`config.mk`:
```
export PLATFORM = sky130hd
export DESIGN_NAME = trap_ctrl_flat
export DESIGN_NICKNAME = d
export VERILOG_FILES = /design/src/rtl/trap_ctrl_if.sv /design/src/rtl/trap_ctrl.sv /design/src/flat_wrapper.sv
export SDC_FILE = /design/constraint.sdc
export NUM_CORES = 1
export LEC_CHECK = 0
export BUFFER_PORTS_ARGS = -buffer_cell sky130_fd_sc_hd__buf_2
export CAP_MARGIN = 40
export CORE_AREA = 4 4 117 119
export DETAILED_ROUTE_END_ITERATION = 12
export DIE_AREA = 0 0 121 123
export GPL_ROUTABILITY_DRIVEN = 1
export HOLD_SLACK_MARGIN = 0.1
export PLACE_DENSITY = 0.68
export SYNTH_ARGS = -nofsm -noshare
export SYNTH_HDL_FRONTEND = slang
export SYNTH_SLANG_ARGS = --single-unit
```
`constraint.sdc`:
```
create_clock -name clk -period 2.9 [get_ports clk]
set_clock_uncertainty 0.2 [all_clocks]
set_input_delay 0.29 -clock clk [delete_from_list [all_inputs] [get_ports clk]]
set_output_delay 0.29 -clock clk [all_outputs]
set_load 0.02 [all_outputs]
```
`src/rtl/trap_ctrl_if.sv`:
```
// Signal bundle between trap_ctrl and its surroundings: commit stage, CLINT, CSR file, fetch.
// The master side drives the trap inputs. The slave side is the sequencer.
interface trap_ctrl_if;
  logic        exc_valid;
  logic [3:0]  exc_cause;
  logic [31:0] exc_pc;
  logic [31:0] exc_tval;
  logic        mret_req;
  logic        pipe_empty;
  logic [31:0] next_pc;
  logic        timer_irq;
  logic        mstatus_mie;
  logic        mie_mtie;
  logic [1:0]  priv_mode;
  logic [31:0] mtvec;
  logic [31:0] mepc;
  logic        trap_enter;
  logic [31:0] trap_cause;
  logic [31:0] trap_pc;
  logic [31:0] trap_val;
  logic        mret_exec;
  logic        stall_req;
  logic        flush;
  logic        redirect_valid;
  logic [31:0] redirect_pc;
  logic [1:0]  state_dbg;

  modport master (
    output exc_valid, exc_cause, exc_pc, exc_tval, mret_req, pipe_empty, next_pc,
           timer_irq, mstatus_mie, mie_mtie, priv_mode, mtvec, mepc,
    input  trap_enter, trap_cause, trap_pc, trap_val, mret_exec, stall_req, flush,
           redirect_valid, redirect_pc, state_dbg
  );

  modport slave (
    input  exc_valid, exc_cause, exc_pc, exc_tval, mret_req, pipe_empty, next_pc,
           timer_irq, mstatus_mie, mie_mtie, priv_mode, mtvec, mepc,
    output trap_enter, trap_cause, trap_pc, trap_val, mret_exec, stall_req, flush,
           redirect_valid, redirect_pc, state_dbg
  );
endinterface

```
`src/rtl/trap_ctrl.sv`:
```
// Machine-mode trap/mret sequencer: arbitrates exceptions, mret and the timer interrupt,
// drains the pipeline for interrupts and issues registered one-cycle strobes to the CSR file.
module trap_ctrl #(
  parameter int unsigned SYNC_STAGES = 2,
  parameter logic [31:0] MTI_CAUSE   = 32'h8000_0007
) (
  input logic        clk,
  input logic        rst_n,
  trap_ctrl_if.slave io_bus
);

  typedef enum logic [1:0] {
    StIdle    = 2'd0,
    StDrain   = 2'd1,
    StAct     = 2'd2,
    StRecover = 2'd3
  } state_e;

  state_e                 r_state, w_state_d;
  logic [SYNC_STAGES-1:0] r_sync;
  logic                   w_irq_ok;
  logic                   w_take_exc, w_take_mret, w_take_irq;

  logic        r_trap_enter, w_trap_enter_d;
  logic        r_mret_exec, w_mret_exec_d;
  logic        r_stall, w_stall_d;
  logic        r_flush, w_flush_d;
  logic        r_redir_valid, w_redir_valid_d;
  logic [31:0] r_cause, w_cause_d;
  logic [31:0] r_tpc, w_tpc_d;
  logic [31:0] r_tval, w_tval_d;
  logic [31:0] r_redir_pc, w_redir_pc_d;

  always_ff @(posedge clk or negedge rst_n) begin
    if (!rst_n) begin
      r_sync <= '0;
    end else begin
      r_sync <= {r_sync[SYNC_STAGES-2:0], io_bus.timer_irq};
    end
  end

  // User mode always takes an enabled interrupt regardless of MIE.
  assign w_irq_ok = r_sync[SYNC_STAGES-1] & io_bus.mie_mtie &
                    (io_bus.mstatus_mie | (io_bus.priv_mode == 2'b00));

  always_comb begin
    w_state_d       = r_state;
    w_take_exc      = 1'b0;
    w_take_mret     = 1'b0;
    w_take_irq      = 1'b0;
    w_trap_enter_d  = 1'b0;
    w_mret_exec_d   = 1'b0;
    w_stall_d       = 1'b0;
    w_flush_d       = 1'b0;
    w_redir_valid_d = 1'b0;
    w_cause_d       = r_cause;
    w_tpc_d         = r_tpc;
    w_tval_d        = r_tval;
    w_redir_pc_d    = r_redir_pc;

    unique case (r_state)
      StIdle: begin
        if (io_bus.exc_valid) begin
          w_take_exc = 1'b1;
        end else if (io_bus.mret_req) begin
          w_take_mret = 1'b1;
        end else if (w_irq_ok) begin
          w_state_d = StDrain;
          w_stall_d = 1'b1;
        end
      end
      StDrain: begin
        w_stall_d = 1'b1;
        if (io_bus.exc_valid) begin
          w_take_exc = 1'b1;
        end else if (io_bus.mret_req) begin
          w_take_mret = 1'b1;
        end else if (!w_irq_ok) begin
          w_state_d = StIdle;
          w_stall_d = 1'b0;
        end else if (io_bus.pipe_empty) begin
          w_take_irq = 1'b1;
        end
      end
      StAct:     w_state_d = StRecover;
      StRecover: w_state_d = StIdle;
    endcase

    if (w_take_exc || w_take_mret || w_take_irq) begin
      w_state_d       = StAct;
      w_stall_d       = 1'b1;
      w_flush_d       = 1'b1;
      w_redir_valid_d = 1'b1;
    end
    if (w_take_exc) begin
      w_trap_enter_d = 1'b1;
      w_cause_d      = {28'b0, io_bus.exc_cause};
      w_tpc_d        = io_bus.exc_pc;
      w_tval_d       = io_bus.exc_tval;
      w_redir_pc_d   = io_bus.mtvec;
    end
    if (w_take_mret) begin
      w_mret_exec_d = 1'b1;
      w_redir_pc_d  = io_bus.mepc;
    end
    if (w_take_irq) begin
      w_trap_enter_d = 1'b1;
      w_cause_d      = MTI_CAUSE;
      w_tpc_d        = io_bus.next_pc;
      w_tval_d       = 32'b0;
      w_redir_pc_d   = io_bus.mtvec;
    end
  end

  always_ff @(posedge clk or negedge rst_n) begin
    if (!rst_n) begin
      r_state       <= StIdle;
      r_trap_enter  <= 1'b0;
      r_mret_exec   <= 1'b0;
      r_stall       <= 1'b0;
      r_flush       <= 1'b0;
      r_redir_valid <= 1'b0;
      r_cause       <= '0;
      r_tpc         <= '0;
      r_tval        <= '0;
      r_redir_pc    <= '0;
    end else begin
      r_state       <= w_state_d;
      r_trap_enter  <= w_trap_enter_d;
      r_mret_exec   <= w_mret_exec_d;
      r_stall       <= w_stall_d;
      r_flush       <= w_flush_d;
      r_redir_valid <= w_redir_valid_d;
      r_cause       <= w_cause_d;
      r_tpc         <= w_tpc_d;
      r_tval        <= w_tval_d;
      r_redir_pc    <= w_redir_pc_d;
    end
  end

  assign io_bus.trap_enter     = r_trap_enter;
  assign io_bus.mret_exec      = r_mret_exec;
  assign io_bus.stall_req      = r_stall;
  assign io_bus.flush          = r_flush;
  assign io_bus.redirect_valid = r_redir_valid;
  assign io_bus.trap_cause     = r_cause;
  assign io_bus.trap_pc        = r_tpc;
  assign io_bus.trap_val       = r_tval;
  assign io_bus.redirect_pc    = r_redir_pc;
  assign io_bus.state_dbg      = r_state;

endmodule

```
`src/flat_wrapper.sv`:
```
// flat-port wrapper written by rule: the top's interface ports become plain ports
module trap_ctrl_flat 
#(
  parameter int unsigned SYNC_STAGES = 2,
  parameter logic [31:0] MTI_CAUSE   = 32'h8000_0007
)
  (clk, rst_n, io_bus_exc_valid, io_bus_exc_cause, io_bus_exc_pc, io_bus_exc_tval, io_bus_mret_req, io_bus_pipe_empty, io_bus_next_pc, io_bus_timer_irq, io_bus_mstatus_mie, io_bus_mie_mtie, io_bus_priv_mode, io_bus_mtvec, io_bus_mepc, io_bus_trap_enter, io_bus_trap_cause, io_bus_trap_pc, io_bus_trap_val, io_bus_mret_exec, io_bus_stall_req, io_bus_flush, io_bus_redirect_valid, io_bus_redirect_pc, io_bus_state_dbg);
  trap_ctrl_if io_bus_i ();
  input logic clk;
  input logic rst_n;
  input wire logic [$bits(io_bus_i.exc_valid)-1:0] io_bus_exc_valid;
  input wire logic [$bits(io_bus_i.exc_cause)-1:0] io_bus_exc_cause;
  input wire logic [$bits(io_bus_i.exc_pc)-1:0] io_bus_exc_pc;
  input wire logic [$bits(io_bus_i.exc_tval)-1:0] io_bus_exc_tval;
  input wire logic [$bits(io_bus_i.mret_req)-1:0] io_bus_mret_req;
  input wire logic [$bits(io_bus_i.pipe_empty)-1:0] io_bus_pipe_empty;
  input wire logic [$bits(io_bus_i.next_pc)-1:0] io_bus_next_pc;
  input wire logic [$bits(io_bus_i.timer_irq)-1:0] io_bus_timer_irq;
  input wire logic [$bits(io_bus_i.mstatus_mie)-1:0] io_bus_mstatus_mie;
  input wire logic [$bits(io_bus_i.mie_mtie)-1:0] io_bus_mie_mtie;
  input wire logic [$bits(io_bus_i.priv_mode)-1:0] io_bus_priv_mode;
  input wire logic [$bits(io_bus_i.mtvec)-1:0] io_bus_mtvec;
  input wire logic [$bits(io_bus_i.mepc)-1:0] io_bus_mepc;
  output wire logic [$bits(io_bus_i.trap_enter)-1:0] io_bus_trap_enter;
  output wire logic [$bits(io_bus_i.trap_cause)-1:0] io_bus_trap_cause;
  output wire logic [$bits(io_bus_i.trap_pc)-1:0] io_bus_trap_pc;
  output wire logic [$bits(io_bus_i.trap_val)-1:0] io_bus_trap_val;
  output wire logic [$bits(io_bus_i.mret_exec)-1:0] io_bus_mret_exec;
  output wire logic [$bits(io_bus_i.stall_req)-1:0] io_bus_stall_req;
  output wire logic [$bits(io_bus_i.flush)-1:0] io_bus_flush;
  output wire logic [$bits(io_bus_i.redirect_valid)-1:0] io_bus_redirect_valid;
  output wire logic [$bits(io_bus_i.redirect_pc)-1:0] io_bus_redirect_pc;
  output wire logic [$bits(io_bus_i.state_dbg)-1:0] io_bus_state_dbg;
  assign io_bus_i.exc_valid = io_bus_exc_valid;
  assign io_bus_i.exc_cause = io_bus_exc_cause;
  assign io_bus_i.exc_pc = io_bus_exc_pc;
  assign io_bus_i.exc_tval = io_bus_exc_tval;
  assign io_bus_i.mret_req = io_bus_mret_req;
  assign io_bus_i.pipe_empty = io_bus_pipe_empty;
  assign io_bus_i.next_pc = io_bus_next_pc;
  assign io_bus_i.timer_irq = io_bus_timer_irq;
  assign io_bus_i.mstatus_mie = io_bus_mstatus_mie;
  assign io_bus_i.mie_mtie = io_bus_mie_mtie;
  assign io_bus_i.priv_mode = io_bus_priv_mode;
  assign io_bus_i.mtvec = io_bus_mtvec;
  assign io_bus_i.mepc = io_bus_mepc;
  assign io_bus_trap_enter = io_bus_i.trap_enter;
  assign io_bus_trap_cause = io_bus_i.trap_cause;
  assign io_bus_trap_pc = io_bus_i.trap_pc;
  assign io_bus_trap_val = io_bus_i.trap_val;
  assign io_bus_mret_exec = io_bus_i.mret_exec;
  assign io_bus_stall_req = io_bus_i.stall_req;
  assign io_bus_flush = io_bus_i.flush;
  assign io_bus_redirect_valid = io_bus_i.redirect_valid;
  assign io_bus_redirect_pc = io_bus_i.redirect_pc;
  assign io_bus_state_dbg = io_bus_i.state_dbg;
  trap_ctrl #(.SYNC_STAGES(SYNC_STAGES), .MTI_CAUSE(MTI_CAUSE)) u_core (.clk(clk), .rst_n(rst_n), .io_bus(io_bus_i));
endmodule
```
==> results.yml <==
layout:
  area_growth_pct: 74.1
  seqCellArea_mm2: 0.00273
  layout_common_cells: "buf_2, dlygate4sd3_1, nand2_1"
  stdcell_area_mm2: 0.00821
  fin_cells: 1117
  nNetsFinal: 1112
  final_layout_size_suffix_gt1_frac: 0.332
  final_common_cell: "buf_2"
  multi_input_area_mm2: 0.00163
  finish.utilization: 0.653
  nFillCells: 954
pwr:
  p_leak_uw: 0.00413
  cellPowerDensity_mw_per_mm2: 898
  power.total_uw: 7380
  ir_drop_uv: 475
detailed_routing:
  final_antenna_net_count: 0
  finalWirelength_mm: 17.9
  wl_per_cell_um: 16.0
  met3_length_mm: 1.44
  met2_length_mm: 9.16
  met1_length_mm: 6.54
  drt_pass1_iterations: 4
  drc: 0
  vias: 5346
  via_per_inst: 4.79
  dr.max_layer_used: "met4"
  drt_iter0_drc: 302
die:
  dieWidth_um: 121
  ios: 309
  die-area_mm2: 0.0149
  std_cell_rows: 41
  die_y_um: 123
  coreArea_mm2: 0.0126
  start_util: 0.375
synthesis:
  synth_largest_area_cell: "dfrtp_1"
  synth_seq_cells: 109
  ys_warn_count: 0
  synthFlopType: "dfrtp_1"
  synth-seq-area-share: 0.578
  yosysUniqueCellTypes: 28
  synth_edf_count: 0
  syn_area_mm2: 0.00472
  synthCells: 502
  synthArstFlopShare: 1.00
  synth_area_leaders: "dfrtp_1, nand2_1, a22oi_1"
  yosysTopAreaCellShare: 0.578
  avgSynthCellArea_um2: 9.40
placement:
  place_congestion: 0.799
  dp_hpwl_mm: 10.6
  post_dp_cell_area_mm2: 0.00616
  portBuffers: 281
  dp.cells: 927
clocking:
  path_clk_slew_ns: 0.07
  cts_buffers: 9
  cts_sinks: 109
  h-tree-depth: 3
  clk_latency_ns: 0.34
  tritoncts: "yes"
  root_buffer: "clkbuf_16"
  clk_path_buf_depth: 2
worst_setup_path:
  r2r_cells: 5
  crit_arrival_ns: 2.79
  r2r_start: "u_core.io_bus.state_dbg[1]"
  timing.rr.end: "u_core.io_bus.redirect_pc[29]"
  cp.required_ns: 2.93
  endpoint_kind: "flop"
  worst-setup-path-type: "primary input to flop"
  r2r_setup_slack_ns: 0.31
  crit_fanout: 33
  critPathLaunchType: "primary input"
global_route:
  grt_pass1_vias: 5447
  grt_usage: 0.233
  overflow: 0
  grt_max_degree: 69
  grt_pass1_wl_mm: 27.4
  antenna_found_initial: 1
sta:
  slew_headroom: 0.504
  hold_viol: 0
  max_freq_mhz: 362
  tns_ns: 0
  rsz0062_at_grt: "no"
  worstMarginPinSlew_ns: 0.744
  period_needed_ns: 2.76
  finalCritPeriodShare: 0.952
  setup_viol: 0
  slew_violations: 0
hold_path:
  whs_path_depth: 3
  holdPathEnd: "u_core.io_bus.state_dbg[1]"
  hold_class: "primary input to flop"
  hold_start: "io_bus_exc_valid"
job:
  cap_violations: 0
run_status:
  outcome: "finished clean"
-- sequential cells by signal, indices dropped and copies added, names as in the netlist --
name,cells
u_core.io_bus.state_dbg,2
u_core.io_bus.flush,1
u_core.io_bus.trap_pc,32
u_core.io_bus.trap_enter,1
u_core.r_sync,2
u_core.io_bus.trap_val,32
u_core.io_bus.stall_req,1
u_core.io_bus.redirect_pc,32
u_core.io_bus.trap_cause,5
u_core.io_bus.mret_exec,1
-- cells in the mapped netlist, types with 2 or more instances --
cell type    n
nand2_1    153
nand3_1      4
a21oi_1     35
a22oi_1     57
o21ai_1     25
clkbuf_1    10
buf_4       30
a31oi_1      7
nand2_2      2
inv_1       26
buf_2       20
dfrtp_1    109
nor2_1       2
nor3_1       8
-- per-stage QoR --
step           hold WS (ns)  worst slack [ns]
6_report              0.116             0.138
5_1_grt               0.145          0.000195
4_1_cts               0.102             0.184
3_5_place_dp         0.0986             0.785
3_3_place_gp         0.0993             0.860
2_1_floorplan        -0.206              1.08
-- worst max path at each step --
stage	cells past startpoint	end	startpoint
floorplan	8	u_core.io_bus.redirect_pc[10]	u_core.io_bus.state_dbg[1]
global placement	5	u_core.io_bus.redirect_pc[29]	io_bus_priv_mode[1]
detailed placement	6	u_core.io_bus.redirect_pc[11]	u_core.io_bus.state_dbg[1]
CTS	7	u_core.io_bus.redirect_pc[11]	u_core.io_bus.state_dbg[1]
global route	7	u_core.io_bus.redirect_pc[29]	io_bus_mret_req
finish	7	u_core.io_bus.redirect_pc[29]	io_bus_mret_req
-- logic make-up after synthesis --
logic type	Yosys count	share of synthesized area
other	1	0.000795
DFF	109	0.578
buffers and inverters	88	0.0992
and+or+nand+nor	176	0.149
AOI/OAI and AO/OA	128	0.172
-- worst max-delay path, cell delays in order --
cell and delay (ns):
dlygate4sd3_1 0.54, buf_2 0.16, nor3_2 0.30, a31oi_4 0.16, nand2_2 0.54, a31oi_1 0.19, dlygate4sd3_1 0.61
-- report_power, final --
group          internal [uW]  leakage, uW  switching, uW  total [uW]
clock                    802     0.000163            534        1340
sequential              2220      0.00134            373        2590
combinational           1340      0.00262           2110        3450
-- area by class of cell --
| type | instances | area share |
|---|---|---|
| inverters | 27 | 0.0131 |
| clock buffers | 12 | 0.0312 |
| multi-input cells | 331 | 0.198 |
| flip-flops and latches | 109 | 0.332 |
| repair buffers | 460 | 0.390 |
| well taps | 172 | 0.0262 |
| diodes | 2 | 0.000609 |
| clock inverters | 4 | 0.00853 |
-- metal layers --
metal	global-route usage	up-vias
li1	-	2495
met1	0.261	2501
met2	0.406	289
met3	0.0586	61
met4	0.128	0
met5	0	-
-- timing repair --
action | CTS | global route
hold endpoints to repair | 142 | 0
buffers inserted | 0 | 2
gates resized for setup | 0 | 3
hold buffers | 170 | 0
setup endpoints to repair | 0 | 7
(Power assumes the default switching activity.)
